===== src/rtl/cpu_seq_ctrl.sv =====
// cpu_seq_ctrl: main state sequencer for the PRV332SV0 core.
// Steps each instruction through if0 -> ex0 -> [mem0 -> [ex1 -> mem1]] -> wb
// and routes faults, ecall/ebreak, interrupts and bad states into exc.
// Optional feature macro: SEQ_BUS_TIMEOUT_EN (bus wait-state timeout trap).
module cpu_seq_ctrl #(
    parameter int unsigned TMO_CYC = 255,
    parameter int unsigned TMO_W   = 8
) (
    input  logic       clk,
    input  logic       rst_n,
    input  logic [3:0] i_ins_flow,
    input  logic       i_ill_ins,
    input  logic       i_ecall,
    input  logic       i_ebreak,
    input  logic       i_int_pend,
    input  logic       i_rdy_biu,
    input  logic       i_err_biu,
    output logic [3:0] o_statu_cpu,
    output logic       o_req_biu,
    output logic       o_ins_lat,
    output logic       o_pc_wr,
    output logic       o_trap,
    output logic [2:0] o_exc_src,
    output logic       o_instret
);

    typedef enum logic [3:0] {
        S_IF0  = 4'b0000,
        S_EX0  = 4'b0001,
        S_MEM0 = 4'b0010,
        S_WB   = 4'b0011,
        S_EX1  = 4'b1001,
        S_MEM1 = 4'b1010,
        S_EXC  = 4'b1111
    } state_t;

    localparam logic [3:0] FLOW_LDST = 4'b0001;
    localparam logic [3:0] FLOW_ALU  = 4'b0010;
    localparam logic [3:0] FLOW_AMO  = 4'b0011;

    localparam logic [2:0] SRC_ILL   = 3'b000;
    localparam logic [2:0] SRC_FETCH = 3'b001;
    localparam logic [2:0] SRC_LDST  = 3'b010;
    localparam logic [2:0] SRC_ECALL = 3'b011;
    localparam logic [2:0] SRC_EBRK  = 3'b100;
    localparam logic [2:0] SRC_INT   = 3'b101;
    localparam logic [2:0] SRC_TMO   = 3'b110;
    localparam logic [2:0] SRC_BADST = 3'b111;

    localparam logic [TMO_W-1:0] TMO_LIMIT = TMO_W'(TMO_CYC);

    state_t     r_state;
    state_t     w_state_next;
    logic [2:0] r_exc_src;
    logic [2:0] w_exc_src_next;
    logic       r_ins_lat;
    logic       w_ins_lat_next;
    logic       r_pc_wr;
    logic       w_pc_wr_next;
    // Cleared by reset so no request is visible while reset is held; the
    // first fetch request follows the first clock after reset release.
    logic       r_run;
    logic       w_bus_state;
    logic       w_bus_wait;
    logic       w_flow_ok;
    logic       w_tmo;

    assign w_bus_state = (r_state == S_IF0) || (r_state == S_MEM0) || (r_state == S_MEM1);
    assign w_bus_wait  = r_run && w_bus_state && !i_rdy_biu && !i_err_biu;
    assign w_flow_ok   = (i_ins_flow == FLOW_LDST) || (i_ins_flow == FLOW_ALU) ||
                         (i_ins_flow == FLOW_AMO);

`ifdef SEQ_BUS_TIMEOUT_EN
    logic [TMO_W-1:0] r_cnt;

    assign w_tmo = (r_cnt == TMO_LIMIT);

    // Wait-state counter: counts idle bus cycles, clears on any state change
    always_ff @(posedge clk or negedge rst_n) begin
        if (!rst_n) begin
            r_cnt <= '0;
        end else if (w_bus_wait && (w_state_next == r_state)) begin
            r_cnt <= r_cnt + 1'b1;
        end else begin
            r_cnt <= '0;
        end
    end
`else
    // No timeout: bus wait states hold indefinitely (expression is constant 0)
    assign w_tmo = (TMO_LIMIT == '0) & 1'b0;
`endif

    // State and registered strobes
    always_ff @(posedge clk or negedge rst_n) begin
        if (!rst_n) begin
            r_state   <= S_IF0;
            r_exc_src <= 3'b000;
            r_ins_lat <= 1'b0;
            r_pc_wr   <= 1'b0;
            r_run     <= 1'b0;
        end else begin
            r_state   <= w_state_next;
            r_exc_src <= w_exc_src_next;
            r_ins_lat <= w_ins_lat_next;
            r_pc_wr   <= w_pc_wr_next;
            r_run     <= 1'b1;
        end
    end

    // Next-state, trap source and strobe decode
    always_comb begin
        w_state_next   = r_state;
        w_exc_src_next = r_exc_src;
        w_ins_lat_next = 1'b0;
        w_pc_wr_next   = 1'b0;
        case (r_state)
            S_IF0: begin
                if (r_run) begin
                    if (i_err_biu) begin
                        w_state_next   = S_EXC;
                        w_exc_src_next = SRC_FETCH;
                    end else if (i_rdy_biu) begin
                        w_state_next   = S_EX0;
                        w_ins_lat_next = 1'b1;
                    end else if (w_tmo) begin
                        w_state_next   = S_EXC;
                        w_exc_src_next = SRC_TMO;
                    end
                end
            end
            S_EX0: begin
                if (i_ill_ins || !w_flow_ok) begin
                    w_state_next   = S_EXC;
                    w_exc_src_next = SRC_ILL;
                end else if (i_ecall) begin
                    w_state_next   = S_EXC;
                    w_exc_src_next = SRC_ECALL;
                end else if (i_ebreak) begin
                    w_state_next   = S_EXC;
                    w_exc_src_next = SRC_EBRK;
                end else if (i_ins_flow == FLOW_ALU) begin
                    w_state_next = S_WB;
                end else begin
                    w_state_next = S_MEM0;
                end
            end
            S_MEM0, S_MEM1: begin
                if (i_err_biu) begin
                    w_state_next   = S_EXC;
                    w_exc_src_next = SRC_LDST;
                end else if (i_rdy_biu) begin
                    // Only the first memory phase of an AMO continues to ex1
                    w_state_next = ((r_state == S_MEM0) && (i_ins_flow == FLOW_AMO)) ? S_EX1 : S_WB;
                end else if (w_tmo) begin
                    w_state_next   = S_EXC;
                    w_exc_src_next = SRC_TMO;
                end
            end
            S_EX1: begin
                w_state_next = S_MEM1;
            end
            S_WB: begin
                // Interrupts are taken only here, between whole instructions
                if (i_int_pend) begin
                    w_state_next   = S_EXC;
                    w_exc_src_next = SRC_INT;
                end else begin
                    w_state_next = S_IF0;
                    w_pc_wr_next = 1'b1;
                end
            end
            S_EXC: begin
                w_state_next = S_IF0;
            end
            default: begin
                w_state_next   = S_EXC;
                w_exc_src_next = SRC_BADST;
            end
        endcase
    end

    assign o_statu_cpu = r_state;
    assign o_req_biu   = r_run && w_bus_state;
    assign o_ins_lat   = r_ins_lat;
    assign o_pc_wr     = r_pc_wr;
    assign o_trap      = (r_state == S_EXC);
    assign o_exc_src   = r_exc_src;
    assign o_instret   = (r_state == S_WB);

endmodule


===== config.mk =====
export PLATFORM = sky130hd
export DESIGN_NAME = cpu_seq_ctrl
export DESIGN_NICKNAME = d
export VERILOG_FILES = /design/src/rtl/cpu_seq_ctrl.sv
export SDC_FILE = /design/constraint.sdc
export NUM_CORES = 1
export LEC_CHECK = 0
export CAP_MARGIN = 20
export CORE_MARGIN = 1
export CORE_UTILIZATION = 47
export DETAILED_ROUTE_END_ITERATION = 8
export GPL_TIMING_DRIVEN = 0
export PLACE_DENSITY = 0.78
export SLEW_MARGIN = 20
export SYNTH_ARGS = -nofsm -noshare
export SYNTH_HDL_FRONTEND = slang
export SYNTH_SLANG_ARGS = --single-unit

===== constraint.sdc =====
create_clock -name clk -period 2.35 [get_ports clk]
set_input_delay 0.235 -clock clk [delete_from_list [all_inputs] [get_ports clk]]
set_output_delay 0.235 -clock clk [all_outputs]
set_load 0.01 [all_outputs]

# == After elaboration in Yosys (flattened, before gate mapping) ==
# Cells that the tools add are included.
# word_totals
register_bits,10
inputBits,12
out_inout_bits,12
elab_cells,61
# op_classes
eq_ne,16
mux,26
n_bitwise,1
reduce_logical,13
# ops
cell,count
4-bit 2-to-1 mux,10
4-bit case mux with 6 select lines,1
3-bit 2-to-1 mux,7
"4-bit by 2-bit == test with 1-bit output, second input constant",4
3-bit case mux with 5 select lines,1
"4-bit == test, second input constant",3
"4-bit by 1-bit == test with 1-bit output, second input constant",2
"2-bit inequality test, second input constant",4
1-bit 2-to-1 mux,7
"3-bit inequality test, second input constant",2
6-bit AND reduction,1
1-bit logical OR,5
4-bit zero test,1
"4-bit inequality test, second input constant",1
2-bit OR reduction,2
3-bit AND reduction,1
1-bit logical AND,2
1-bit zero test,1
1-bit NOT,1

# == Longest topological paths before layout ==
# depth
word_depth,7
depth_mapped,5
mapped_depth_nobuf,4

# == Worst setup path before layout ==
# Ideal clock, no wire load.
# synth_path
kind,flip-flop to flip-flop
startpoint,register r_state[3] (netlist: o_statu_cpu[3])
endpoint,register r_exc_src[1] (netlist: o_exc_src[1])
setup_ns,0.128
t_arrival_ns,1.372
required_ns,2.222
setup_slack_ns,0.850
stages_incl_launch_ff,6
n_path_buf,1
synth_period_minus_slack_ns,1.500
path_cell_list,dfrtp_1 buf_6 nor2_1 nand2_1 o211ai_2 mux2_1
# synth_via
elab_chain_cells,4
word_cells_on_any_way,17
cone_classes,11 x eq/ne; 1 x mux; 1 x bitwise; 4 x reduce/logical
# synth_rtl
element,line,rtl
start: declaration,52,state_t r_state;
start signal: assignment,102,r_state <= w_state_next;
4-bit by 2-bit == test with 1-bit output or 4-bit == test (tied branches),116,case (r_state)
"2-bit OR reduction, on equally long branches",n/a,
2-bit inequality test (no source line) or 1-bit NOT (tied branches),n/a,
6-bit AND reduction (no source line),n/a,
end signal: assignment,103,r_exc_src <= w_exc_src_next;
end: declaration,54,logic [2:0] r_exc_src;
# Several ways; a longest one is shown, not always the timed one.
# A chain may end at the register's enable or synchronous reset.

# == Worst setup path after layout ==
# layout_path
startpoint,register r_state[2] (netlist: o_statu_cpu[2])
endpoint,output port o_req_biu
# layout_via
elab_chain_cells,4
word_cells_on_any_way,6
cone_classes,2 x eq/ne; 4 x reduce/logical
# layout_rtl
element,line,rtl
4-bit by 2-bit == test with 1-bit output or 4-bit zero test (tied branches),68,assign w_bus_state = (r_state == S_IF0) || (r_state == S_MEM0) || (r_state == S_MEM1);
1-bit logical OR,68,
1-bit logical OR (*),68,
1-bit logical AND (*),183,assign o_req_biu = r_run && w_bus_state;
end: declaration,19,"output logic o_req_biu,"
# Every way passes the cells marked *; elsewhere a longest branch is shown, timed or not.

==> results by group <==
Synth
  • Post-synth cell types: 37
  • Post-synth ARST share: 1.00
  • Syn_area_per_cell: 8.56 µm²
  • Number of synthesized flops with an enable pin: 0
  • Post-Synthesis Net Count: 95
  • Synthesized flop and latch total: 10
  • Warning count from the yosys run: 0
  • Gate Count Post-Synth: 83
  • Syn Std Cell Area: 711 µm²
  • Sequential element share of the synthesized area: 0.352
  • Synth area leader: dfrtp_1
  • Ranking of synthesized cells by area: dfrtp_1 (35%), nor2_1 (4.8%), a21oi_1 (4.2%)
  • Share of the synthesized area in the top cell type: 0.352
  • Post-synth top flop: dfrtp_1

Route
  • Final ANT Viol Nets: 0
  • Residual DRC: 0
  • Initial DRC Count: 15
  • Met3 Routed Length: 153 µm
  • Routed len/inst: 13.3 µm
  • First-pass DRT Iterations: 4
  • Routed WL: 1650 µm
  • DR top layer: met3
  • Vias: 703
  • Vias per inst: 5.67
  • Met2 routed WL: 744 µm
  • Metal-1 WL: 749 µm

Placement
  • Placed Cells: 121
  • Number of buffers inserted by port buffering: 23
  • Post-DP HPWL: 1240 µm
  • RD Place Congestion: 0.869

Clocking
  • Clk buf depth: 2
  • Worst-skew pair later-pin latency: 0.26 ns
  • Post-cts resize count: 0
  • Num Clock Sinks: 10
  • Setup bufs post-CTS: 0
  • CTS tree: yes
  • Root buffer cell: clkbuf_4
  • Clock transition at path regs: 0.06 ns
  • H-tree depth: 1
  • Cts bufs inserted: 3
  • Post-CTS Hold Fix Bufs: 0

Layout
  • ANT cells: 0
  • Layout cells sized above 1: 0.138
  • Fin cells: 124
  • Layout Nets: 123
  • Area delta synth->final: 38.2%
  • Fill cells: 118

STA
  • Total negative setup slack: 0 ns
  • Max-slew violation count: 0
  • Min cycle time layout: 2.05 ns
  • Worst Skew: 0.00376 ns
  • Period utilization: 0.871
  • Final Hold Vio Count: 0
  • Max Clk Rate: 489 MHz
  • Final Setup Violations: 0
  • RSZ-0062 raised after global routing: no

Floorplanning
  • Initial Utilization: 0.526
  • Die X: 40.9 µm
  • Site Rows: 13
  • I/O pins: 24
  • Die Y: 40.9 µm
  • Die area: 1670 µm²
  • Core area: 1350 µm²

Worst setup path
  • Worst Setup SP: o_statu_cpu[2]
  • Startpoint Class: flip-flop
  • Worst EP arrival: 1.81 ns
  • Crit. End Element: output pin
  • Req. time, crit path: 2.12 ns
  • Critical path class: flip-flop to output pin
  • CP top delay family: buffers and inverters
  • CP peak stage delay: 0.53 ns
  • WP buf/inv: 2
  • Critical path's slowest cell: clkdlybuf4s50_1
  • Critical path cell sequence: buf_4 -> nor2_1 -> and3_1 -> clkdlybuf4s50_1
  • Largest fanout on the critical path: 10
  • Worst r2r src: o_statu_cpu[3]

Worst hold path
  • Hold crit path type: input port to asynchronous set/reset pin

Power
  • Pwr Density: 1060 nW/µm²
  • LEAKAGE: 0.396 nW
  • Peak VDD IR: 0.570 mV

GRT
  • First-pass GRT wire length: 2370 µm
  • Aggregate global-route resource usage: 0.220
  • Largest net degree at the start of global routing: 11
  • Grt ovf: 0
  • Number of global-route vias before repair: 519
  • Antenna violations before repair: 0

Outcome
  • Status: completed

Flow run
  • Max Cap Viol: 0
[stage by stage]
stage               power [W]  setup WS [ns]  hold slack [ns]  area (µm²)  utilization
floorplan            0.000698          0.850          -0.0606         711            -
global placement     0.000932          0.455            0.475         960        0.711
detailed placement   0.000936          0.440            0.488         960        0.711
CTS                   0.00105          0.307            0.281         982        0.728
global route          0.00113          0.215            0.318         982        0.728
finish                0.00104          0.303            0.285         982        0.728
[worst register-to-register path: cells and delay by family (launching register included)]
family	cells	cell delay, ns
compound gates	1	0.25
buf+inv	1	0.17
flops	1	0.44
mux	1	0.34
simple gates	2	0.33
[registers in the layout, indices dropped and copies added (netlist names)]
signal and count:
o_exc_src 3, r_run 1, o_ins_lat 1, o_statu_cpu 4, o_pc_wr 1
[kinds of logic (layout without fill, tap and decap cells)]
logic type / count (synthesis) / count (layout) / share of synthesized area
muxes: 2 / 2 / 0.0317
xor gates and xnor gates: 1 / 1 / 0.0123
and+or+nand+nor: 38 / 38 / 0.315
other: 1 / 1 / 0.00528
DFF: 10 / 10 / 0.352
buffers and inverters: 10 / 36 / 0.0810
AOI/OAI and AO/OA: 21 / 21 / 0.202
[path summary, 6_finish.rpt]
check / endpoint / slack (ns) / cells past startpoint
worst max-delay path: o_req_biu / 0.30 / 4
worst min register to register: o_exc_src[2] / 0.49 / 1
max in group asynchronous: o_statu_cpu[1] / 1.76 / 1
worst max register to register: o_exc_src[2] / 0.69 / 5
min in group clk: o_exc_src[2] / 0.49 / 1
worst min-delay path: o_exc_src[1] / 0.28 / 1
[power breakdown]
part	total, W	internal [W]	switching [W]	leakage, nW
Clock	0.000107	0.0000585	0.0000481	0.0138
Combinational	0.000655	0.000337	0.000318	0.273
Sequential	0.000282	0.000227	0.0000549	0.110
[metal layers]
metal  up-vias  track usage
li1        356            -
met1       311        0.323
met2        36        0.324
met3         0       0.0815
met4         0            0
met5         -            0
[layout make-up]
class / count / area, µm² / area share
Inverter: 6 / 22.5 / 0.0229
Sequential cell: 10 / 250 / 0.255
Timing Repair Buffer: 23 / 230 / 0.234
Multi-Input combinational cell: 63 / 403 / 0.410
Clock buffer: 3 / 22.5 / 0.0229
Buffer: 4 / 35.0 / 0.0357
Tap cell: 15 / 18.8 / 0.0191
[cell usage in the layout, fill, tap and decap left out, types with 2 or more instances in the layout]
cell type / instances
dfrtp_1: 10
nor2_1: 9
clkdlybuf4s50_1: 23
a21oi_1: 6
o22ai_1: 3
buf_6: 2
clkbuf_4: 3
and2b_1: 2
nand3_1: 5
nor3_1: 4
mux2_1: 2
o21ai_0: 4
nand2_1: 3
inv_1: 6
and2b_2: 2
nand4_1: 2
[synthesized netlist by cell type, types with 2 or more instances]
cell type,instances
dfrtp_1,10
nand4_1,2
nand2_1,3
nor2_1,9
nor3_1,4
buf_6,2
inv_1,6
nand3_1,5
mux2_1,2
and2b_2,2
a21oi_1,6
o22ai_1,3
o21ai_0,4
and2b_1,2
No activity file was read; power rests on OpenSTA's default activity.
